### config.mk
export PLATFORM = sky130hd
export DESIGN_NAME = fetch_ctrl_flat
export DESIGN_NICKNAME = d
export VERILOG_FILES = /design/src/rtl/core_pkg.sv /design/src/rtl/fetch_ctrl_if.sv /design/src/rtl/next_pc_calc.sv /design/src/rtl/fetch_ctrl.sv /design/src/flat_wrapper.sv
export SDC_FILE = /design/constraint.sdc
export NUM_CORES = 1
export LEC_CHECK = 0
export BUFFER_PORTS_ARGS = -buffer_cell sky130_fd_sc_hd__buf_2
export CORE_ASPECT_RATIO = 1.2
export CORE_UTILIZATION = 42
export DETAILED_ROUTE_END_ITERATION = 6
export PLACE_DENSITY = 0.77
export SYNTH_ARGS = -nofsm -noshare
export SYNTH_HDL_FRONTEND = slang
export SYNTH_HIERARCHICAL = 1
export SYNTH_SLANG_ARGS = --single-unit
### constraint.sdc
create_clock -name clk -period 2.5 [get_ports clk]
set_input_delay 0 -clock clk [delete_from_list [all_inputs] [get_ports clk]]
set_output_delay 0 -clock clk [all_outputs]
set_load 0.01 [all_outputs]
### src/rtl/core_pkg.sv
// Shared encodings for the fetch sequencer: FSM states, redirect kinds, instruction size.
// Pure declarations: no logic, no latency, no flow control.
package core_pkg;

    localparam int INSTR_BYTES = 4;

    // mem_to_reg doubles as the redirect kind when branch is asserted
    localparam logic [1:0] M2R_JAL  = 2'b10;
    localparam logic [1:0] M2R_JALR = 2'b11;

    localparam logic [2:0] ST_IDLE  = 3'd0;
    localparam logic [2:0] ST_FETCH = 3'd1;
    localparam logic [2:0] ST_ISSUE = 3'd2;
    localparam logic [2:0] ST_EXEC  = 3'd3;
    localparam logic [2:0] ST_HALT  = 3'd4;

    typedef enum logic [2:0] {
        S_IDLE  = ST_IDLE,
        S_FETCH = ST_FETCH,
        S_ISSUE = ST_ISSUE,
        S_EXEC  = ST_EXEC,
        S_HALT  = ST_HALT
    } state_t;

endpackage

### src/rtl/fetch_ctrl_if.sv
// Bundles the instruction-memory, decode-issue and execute-result signals of the fetch sequencer.
// Wires only; master is the sequencer side, slave is the memory/decode/execute side.
interface fetch_ctrl_if #(
    parameter int PC_W  = 10,
    parameter int IMM_W = 21
);

    logic             imem_req;
    logic [PC_W-1:0]  imem_addr;
    logic             imem_ready;
    logic [31:0]      imem_rdata;

    logic             instr_valid;
    logic [31:0]      instr;
    logic [PC_W-1:0]  instr_pc;
    logic             instr_ready;

    logic             exec_done;
    logic             branch;
    logic             zero_flag;
    logic [1:0]       mem_to_reg;
    logic [IMM_W-1:0] immediate;
    logic [31:0]      reg_out1;
    logic             halt_req;

    modport master (
        output imem_req, imem_addr, instr_valid, instr, instr_pc,
        input  imem_ready, imem_rdata, instr_ready,
        input  exec_done, branch, zero_flag, mem_to_reg, immediate, reg_out1, halt_req
    );

    modport slave (
        input  imem_req, imem_addr, instr_valid, instr, instr_pc,
        output imem_ready, imem_rdata, instr_ready,
        output exec_done, branch, zero_flag, mem_to_reg, immediate, reg_out1, halt_req
    );

endinterface

### src/rtl/next_pc_calc.sv
// Combinational next-PC target (sequential, branch, jal, jalr) and misalignment flag.
// Zero latency; no flow control, the caller decides when the result is used.
module next_pc_calc
    import core_pkg::*;
#(
    parameter int PC_W  = 10,
    parameter int IMM_W = 21
) (
    input  logic [PC_W-1:0]  instr_pc,
    input  logic             branch,
    input  logic             zero_flag,
    input  logic [1:0]       mem_to_reg,
    input  logic [IMM_W-1:0] immediate,
    input  logic [31:0]      reg_out1,
    output logic [PC_W-1:0]  target,
    output logic             misaligned
);

    logic [IMM_W+PC_W-1:0] imm_wide;
    logic [PC_W-1:0]       imm_ext;
    logic [PC_W-1:0]       seq_pc;
    logic [PC_W-1:0]       rel_pc;
    logic [PC_W-1:0]       reg_pc;
    logic                  unused_hi;

    always_comb begin
        // sign-extend past PC_W, then keep the low PC_W bits: arithmetic is mod 2^PC_W
        imm_wide = {{PC_W{immediate[IMM_W-1]}}, immediate};
        imm_ext  = imm_wide[PC_W-1:0];
        seq_pc   = instr_pc + PC_W'(INSTR_BYTES);
        rel_pc   = instr_pc + imm_ext;
        reg_pc   = reg_out1[PC_W-1:0] + imm_ext;
        reg_pc[0] = 1'b0;

        target = seq_pc;
        if (branch) begin
            if (mem_to_reg == M2R_JALR) begin
                target = reg_pc;
            end else if (mem_to_reg == M2R_JAL || zero_flag) begin
                target = rel_pc;
            end
        end
        misaligned = target[1];
    end

    assign unused_hi = ^{imm_wide[IMM_W+PC_W-1:PC_W], reg_out1[31:PC_W]};

endmodule

### src/rtl/fetch_ctrl.sv
// Multi-cycle fetch sequencer: owns the PC, fetches, issues, waits for execute, redirects.
// 3 cycles/instruction with zero-wait peers; stalls in FETCH/ISSUE/EXEC until ready/done.
module fetch_ctrl
    import core_pkg::*;
#(
    parameter int              PC_W     = 10,
    parameter int              IMM_W    = 21,
    parameter logic [PC_W-1:0] RESET_PC = '0
) (
    input  logic            clk,
    input  logic            reset,
    input  logic            start,
    fetch_ctrl_if.master    bus,
    output logic [PC_W-1:0] pc_out,
    output logic            halted,
    output logic            misalign
);

    state_t          state_q, state_d;
    logic [PC_W-1:0] pc_q, pc_d;
    logic [31:0]     instr_q, instr_d;
    logic [PC_W-1:0] instr_pc_q, instr_pc_d;
    logic            misalign_q, misalign_d;

    logic            imem_req_c;
    logic            instr_valid_c;
    logic            halted_c;

    logic [PC_W-1:0] target;
    logic            target_mis;

    next_pc_calc #(
        .PC_W  (PC_W),
        .IMM_W (IMM_W)
    ) u_next_pc (
        .instr_pc   (instr_pc_q),
        .branch     (bus.branch),
        .zero_flag  (bus.zero_flag),
        .mem_to_reg (bus.mem_to_reg),
        .immediate  (bus.immediate),
        .reg_out1   (bus.reg_out1),
        .target     (target),
        .misaligned (target_mis)
    );

    always_comb begin
        state_d       = state_q;
        pc_d          = pc_q;
        instr_d       = instr_q;
        instr_pc_d    = instr_pc_q;
        misalign_d    = misalign_q;
        imem_req_c    = 1'b0;
        instr_valid_c = 1'b0;
        halted_c      = 1'b0;

        case (state_q)
            S_IDLE: begin
                if (start) begin
                    state_d = S_FETCH;
                end
            end
            S_FETCH: begin
                imem_req_c = 1'b1;
                if (bus.imem_ready) begin
                    instr_d    = bus.imem_rdata;
                    instr_pc_d = pc_q;
                    state_d    = S_ISSUE;
                end
            end
            S_ISSUE: begin
                instr_valid_c = 1'b1;
                if (bus.instr_ready) begin
                    state_d = S_EXEC;
                end
            end
            S_EXEC: begin
                if (bus.exec_done) begin
                    // a misaligned target halts without committing it, so pc_out names the faulting instruction
                    if (target_mis) begin
                        misalign_d = 1'b1;
                        state_d    = S_HALT;
                    end else begin
                        pc_d    = target;
                        state_d = bus.halt_req ? S_HALT : S_FETCH;
                    end
                end
            end
            S_HALT: begin
                halted_c = 1'b1;
            end
            default: begin
                state_d = S_IDLE;
            end
        endcase
    end

    always_ff @(posedge clk or negedge reset) begin
        if (!reset) begin
            state_q    <= S_IDLE;
            pc_q       <= RESET_PC;
            instr_q    <= '0;
            instr_pc_q <= '0;
            misalign_q <= 1'b0;
        end else begin
            state_q    <= state_d;
            pc_q       <= pc_d;
            instr_q    <= instr_d;
            instr_pc_q <= instr_pc_d;
            misalign_q <= misalign_d;
        end
    end

    assign bus.imem_req    = imem_req_c;
    assign bus.imem_addr   = pc_q;
    assign bus.instr_valid = instr_valid_c;
    assign bus.instr       = instr_q;
    assign bus.instr_pc    = instr_pc_q;

    assign pc_out   = pc_q;
    assign halted   = halted_c;
    assign misalign = misalign_q;

endmodule

### src/flat_wrapper.sv
// flat-port wrapper written by rule: the top's interface ports become plain ports
module fetch_ctrl_flat import core_pkg::*;
#(
    parameter int              PC_W     = 10,
    parameter int              IMM_W    = 21,
    parameter logic [PC_W-1:0] RESET_PC = '0
)
  (clk, reset, start, pc_out, halted, misalign, bus_imem_req, bus_imem_addr, bus_instr_valid, bus_instr, bus_instr_pc, bus_imem_ready, bus_imem_rdata, bus_instr_ready, bus_exec_done, bus_branch, bus_zero_flag, bus_mem_to_reg, bus_immediate, bus_reg_out1, bus_halt_req);
  fetch_ctrl_if #(.PC_W(PC_W), .IMM_W(IMM_W)) bus_i ();
  input  logic clk;
  input  logic reset;
  input  logic start;
  output logic [PC_W-1:0] pc_out;
  output logic halted;
  output logic misalign;
  output wire logic [$bits(bus_i.imem_req)-1:0] bus_imem_req;
  output wire logic [$bits(bus_i.imem_addr)-1:0] bus_imem_addr;
  output wire logic [$bits(bus_i.instr_valid)-1:0] bus_instr_valid;
  output wire logic [$bits(bus_i.instr)-1:0] bus_instr;
  output wire logic [$bits(bus_i.instr_pc)-1:0] bus_instr_pc;
  input wire logic [$bits(bus_i.imem_ready)-1:0] bus_imem_ready;
  input wire logic [$bits(bus_i.imem_rdata)-1:0] bus_imem_rdata;
  input wire logic [$bits(bus_i.instr_ready)-1:0] bus_instr_ready;
  input wire logic [$bits(bus_i.exec_done)-1:0] bus_exec_done;
  input wire logic [$bits(bus_i.branch)-1:0] bus_branch;
  input wire logic [$bits(bus_i.zero_flag)-1:0] bus_zero_flag;
  input wire logic [$bits(bus_i.mem_to_reg)-1:0] bus_mem_to_reg;
  input wire logic [$bits(bus_i.immediate)-1:0] bus_immediate;
  input wire logic [$bits(bus_i.reg_out1)-1:0] bus_reg_out1;
  input wire logic [$bits(bus_i.halt_req)-1:0] bus_halt_req;
  assign bus_imem_req = bus_i.imem_req;
  assign bus_imem_addr = bus_i.imem_addr;
  assign bus_instr_valid = bus_i.instr_valid;
  assign bus_instr = bus_i.instr;
  assign bus_instr_pc = bus_i.instr_pc;
  assign bus_i.imem_ready = bus_imem_ready;
  assign bus_i.imem_rdata = bus_imem_rdata;
  assign bus_i.instr_ready = bus_instr_ready;
  assign bus_i.exec_done = bus_exec_done;
  assign bus_i.branch = bus_branch;
  assign bus_i.zero_flag = bus_zero_flag;
  assign bus_i.mem_to_reg = bus_mem_to_reg;
  assign bus_i.immediate = bus_immediate;
  assign bus_i.reg_out1 = bus_reg_out1;
  assign bus_i.halt_req = bus_halt_req;
  fetch_ctrl #(.PC_W(PC_W), .IMM_W(IMM_W), .RESET_PC(RESET_PC)) u_core (.clk(clk), .reset(reset), .start(start), .bus(bus_i), .pc_out(pc_out), .halted(halted), .misalign(misalign));
endmodule
==> summary.txt <==
Outcome
  – Status: complete, but fails checks
  – Violations in the final reports: design-rule violations

Layout
  – Multi-input logic area: 1810 µm²
  – Area growth syn-to-layout: 34.3%
  – Seq. cell area: 1400 µm²
  – Filler cells: between 600 and 700
  – Final nets: 571
  – Share of layout cells above drive strength 1: 46.3%
  – N_diodes: 0
  – Post-route cell area: 4550 µm²

Die
  – Top Ports: 162
  – Die H: 100 µm
  – Die W: roughly 84 µm
  – Total Die Area: 8420 µm²
  – Starting Density: 43.7%
  – Row cnt: 35
  – Core Area: 7750 µm²

Drt
  – Detail Route Antenna Nets: 0
  – WL/cell: 15.5 µm
  – Detailed-route DRC error count: 8
  – WL final: between 8000 and 9000 µm
  – Vias: 2,845
  – DR iter-0 viols: 63
  – Vias per inst: around 5.2
  – Drt pass-1 iters: 6

Place
  – PortBufs: about 130
  – Routability cong.: ~0.84
  – DPL Wire Length: approximately 6000 µm
  – Placed inst area: between 4000 and 5000 µm²
  – Setup WS pre-CTS: -0.0188 ns

Global route
  – Initial antenna violation count: 0
  – Largest net degree at the start of global routing: 33
  – Remaining global-route overflow: 0
  – Vias in the first global route: 2,975
  – GRT Total Usage: 21.0%
  – First-pass GRT wire length: 14,100 µm

Clocking
  – # clock sinks: between 50 and 60
  – Clock buffer depth: 2
  – CTS tree: built
  – Worst-skew pair later-pin latency: approximately 0.3 ns
  – TritonCTS Buffers: 5
  – Clock H-tree levels: 2
  – Clock transition at path regs: 0.09 ns
  – Root Buffer: clkbuf_8

Yosys
  – Sequential area share after synthesis: 41.4%
  – Syn_nets: 411
  – Top cells by area, synth: dfrtp_1 (41%), mux2_2 (17%), ha_1 (6.7%), xor2_1 (3.1%), buf_4 (2.9%)
  – Area leader, netlist: dfrtp_1
  – Synth Warn #: 6
  – Synth top cells by count: dfrtp_1 (56), mux2_2 (50), ha_1 (18)
  – Synthesized cell area: 3380 µm²
  – Synth unique cells: 46
  – FFs w/ async S/R, synth: 100%
  – Synth top area share: 41.4%
  – Register bit total from synthesis: 56
  – Syn avg cell area: 11.5 µm²
  – Top FF cell, synth: dfrtp_1
  – Top-count cell post-synth: dfrtp_1
  – Post-synth EDFFs: 0
  – Post-Synthesis Cells: 295

STA
  – Final hold vios: 0
  – Final setup viols: 0
  – Worst slew margin: 53.7%
  – Fin crit period: 2.39 ns
  – Final period utilization: 95.4%
  – Unrepaired setup endpoints after global routing: false
  – Slew @ Worst Pin: 0.695 ns
  – Max frequency: 419 MHz
  – PnR worst setup slack: about 0.11 ns
  – Slew Limit Fails: 0
  – Clock Skew: around 0.0068 ns

Pwr
  – Clock power frac: 11.8%
  – Peak VDD IR: between 0.0006 and 0.0007 V
  – Sw power: between 1.5 and 2 mW
  – Sequential power share: 35.3%
  – P per Cell Area: about 1100 nW/µm²
  – Internal: 2.98 mW
  – Comb pwr share: 52.9%
  – Switching part of the total power: 38.9%
  – Leak pwr: between 2 and 2.5 nW

Worst setup path
  – Worst Reg-to-Reg Cells: 8
  – CP arrival: ~2.6 ns
  – Critical Path RT: roughly 2.7 ns
  – Crit path capture type: register
  – Startpoint Class: register
  – Highest net fanout along the worst path: 10
  – Setup CP Type: register to register

Job
  – Max-cap violations: 0

Worst hold path
  – Hold-critical path depth: 3
  – Tightest Hold Check Type: primary input to register
==> sequential cells by signal, summed over array words and instances, names as in the netlist <==
register	flops
u_core/misalign	1
u_core/bus.instr	32
u_core/bus.imem_addr	10
u_core/bus.instr_pc	10
u_core/state_q	3
==> logic make-up (layout without fill, tap and decap cells) <==
kind of cell    after synthesis  count (layout)  share of synthesized area (%)
compound gates               59              59                           12.5
xor+xnor                     22              22                           5.69
fa+ha+maj                    20              20                           7.84
buf+inv                      31             192                           5.80
flops                        56              56                           41.4
mux                          54              54                           18.3
simple gates                 53              53                           8.50
==> metal layers <==
layer | global-route usage (%) | part of all wire (%) | up-vias
met4 | 5.17 | 1.2 | 0
met5 | 0 | 0 | -
met1 | 25.5 | 43 | 1361
met3 | 3.62 | 5.5 | 11
met2 | 38.6 | 50 | 92
li1 | - | - | 1381
==> cell type report <==
cell class                 count  share of cell area [%]
multi-input combinational    208                    39.8
clock inverter                 2                   0.771
sequential                    56                    30.8
inverter                      10                   0.826
timing repair buffer         174                    23.6
tap                           92                    2.53
clock buffer                   6                    1.60
==> power groups by stage <==
| stage | clock network, mW | registers, mW | logic, mW |
|---|---|---|---|
| detailed placement | 0 | 1.72 | 2.49 |
| CTS | 0.596 | 1.71 | 2.55 |
| floorplan | 0 | 1.87 | 1.52 |
| finish | 0.574 | 1.72 | 2.58 |
| global route | 0.630 | 1.79 | 2.83 |
| global placement | 0 | 1.70 | 2.42 |
==> per-stage QoR <==
step                      power [mW]  std cells  hold slack (ns)  util, %  setup TNS, ns
after global placement          4.12        504           0.0755     52.3              0
after CTS                       4.85        547           0.0309     58.3              0
after detailed placement        4.21        504            0.101     52.3        -0.0188
final                           4.88        548           0.0392     58.7              0
after global routing            5.25        548           0.0694     58.7              0
after floorplan                 3.40        295           -0.296        -              0
==> repair_timing <==
item                                   4_1_cts  5_1_grt
setup endpoints to repair                    1        4
pin swaps                                    0        4
setup buffers                                0        1
endpoints found under the hold margin       64        0
gates resized for setup                      1        5
hold buffers                                35        0
==> final timing paths <==
check                                          end              startpoint  slack [ns]
max                        u_core/bus.imem_addr[1]  u_core/bus.instr_pc[0]        0.11
min                              u_core/state_q[1]          bus_imem_ready        0.04
max reg2reg                u_core/bus.imem_addr[1]  u_core/bus.instr_pc[0]        0.11
min reg2reg                   u_core/bus.instr[31]    u_core/bus.instr[31]        0.49
max in group asynchronous      u_core/bus.instr[6]                   reset        1.42
min in group asynchronous     u_core/bus.instr[20]                   reset        0.27
==> worst max-delay path, stage by stage, from the launching register on <==
cell	delay [ns]
dfrtp_1	0.40
ha_2	0.20
fa_2	0.41
inv_1	0.10
a31oi_1	0.10
o221a_4	0.26
buf_4	0.15
nor2_4	0.27
mux2_2	0.39
==> cells in the final DEF (no fill, tap or decap), types with 9 or more instances in the layout <==
cell	synthesis	routed
buf_2	1	128
nand3_1	9	9
dfrtp_1	56	55
dlygate4sd3_1	0	35
nand2_1	10	10
mux2_2	50	50
xnor2_1	10	10
nor2_1	10	10
a21oi_1	12	11
inv_1	10	10
ha_1	18	17
buf_4	13	11
xor2_1	12	12
(Power assumes the default switching activity.)
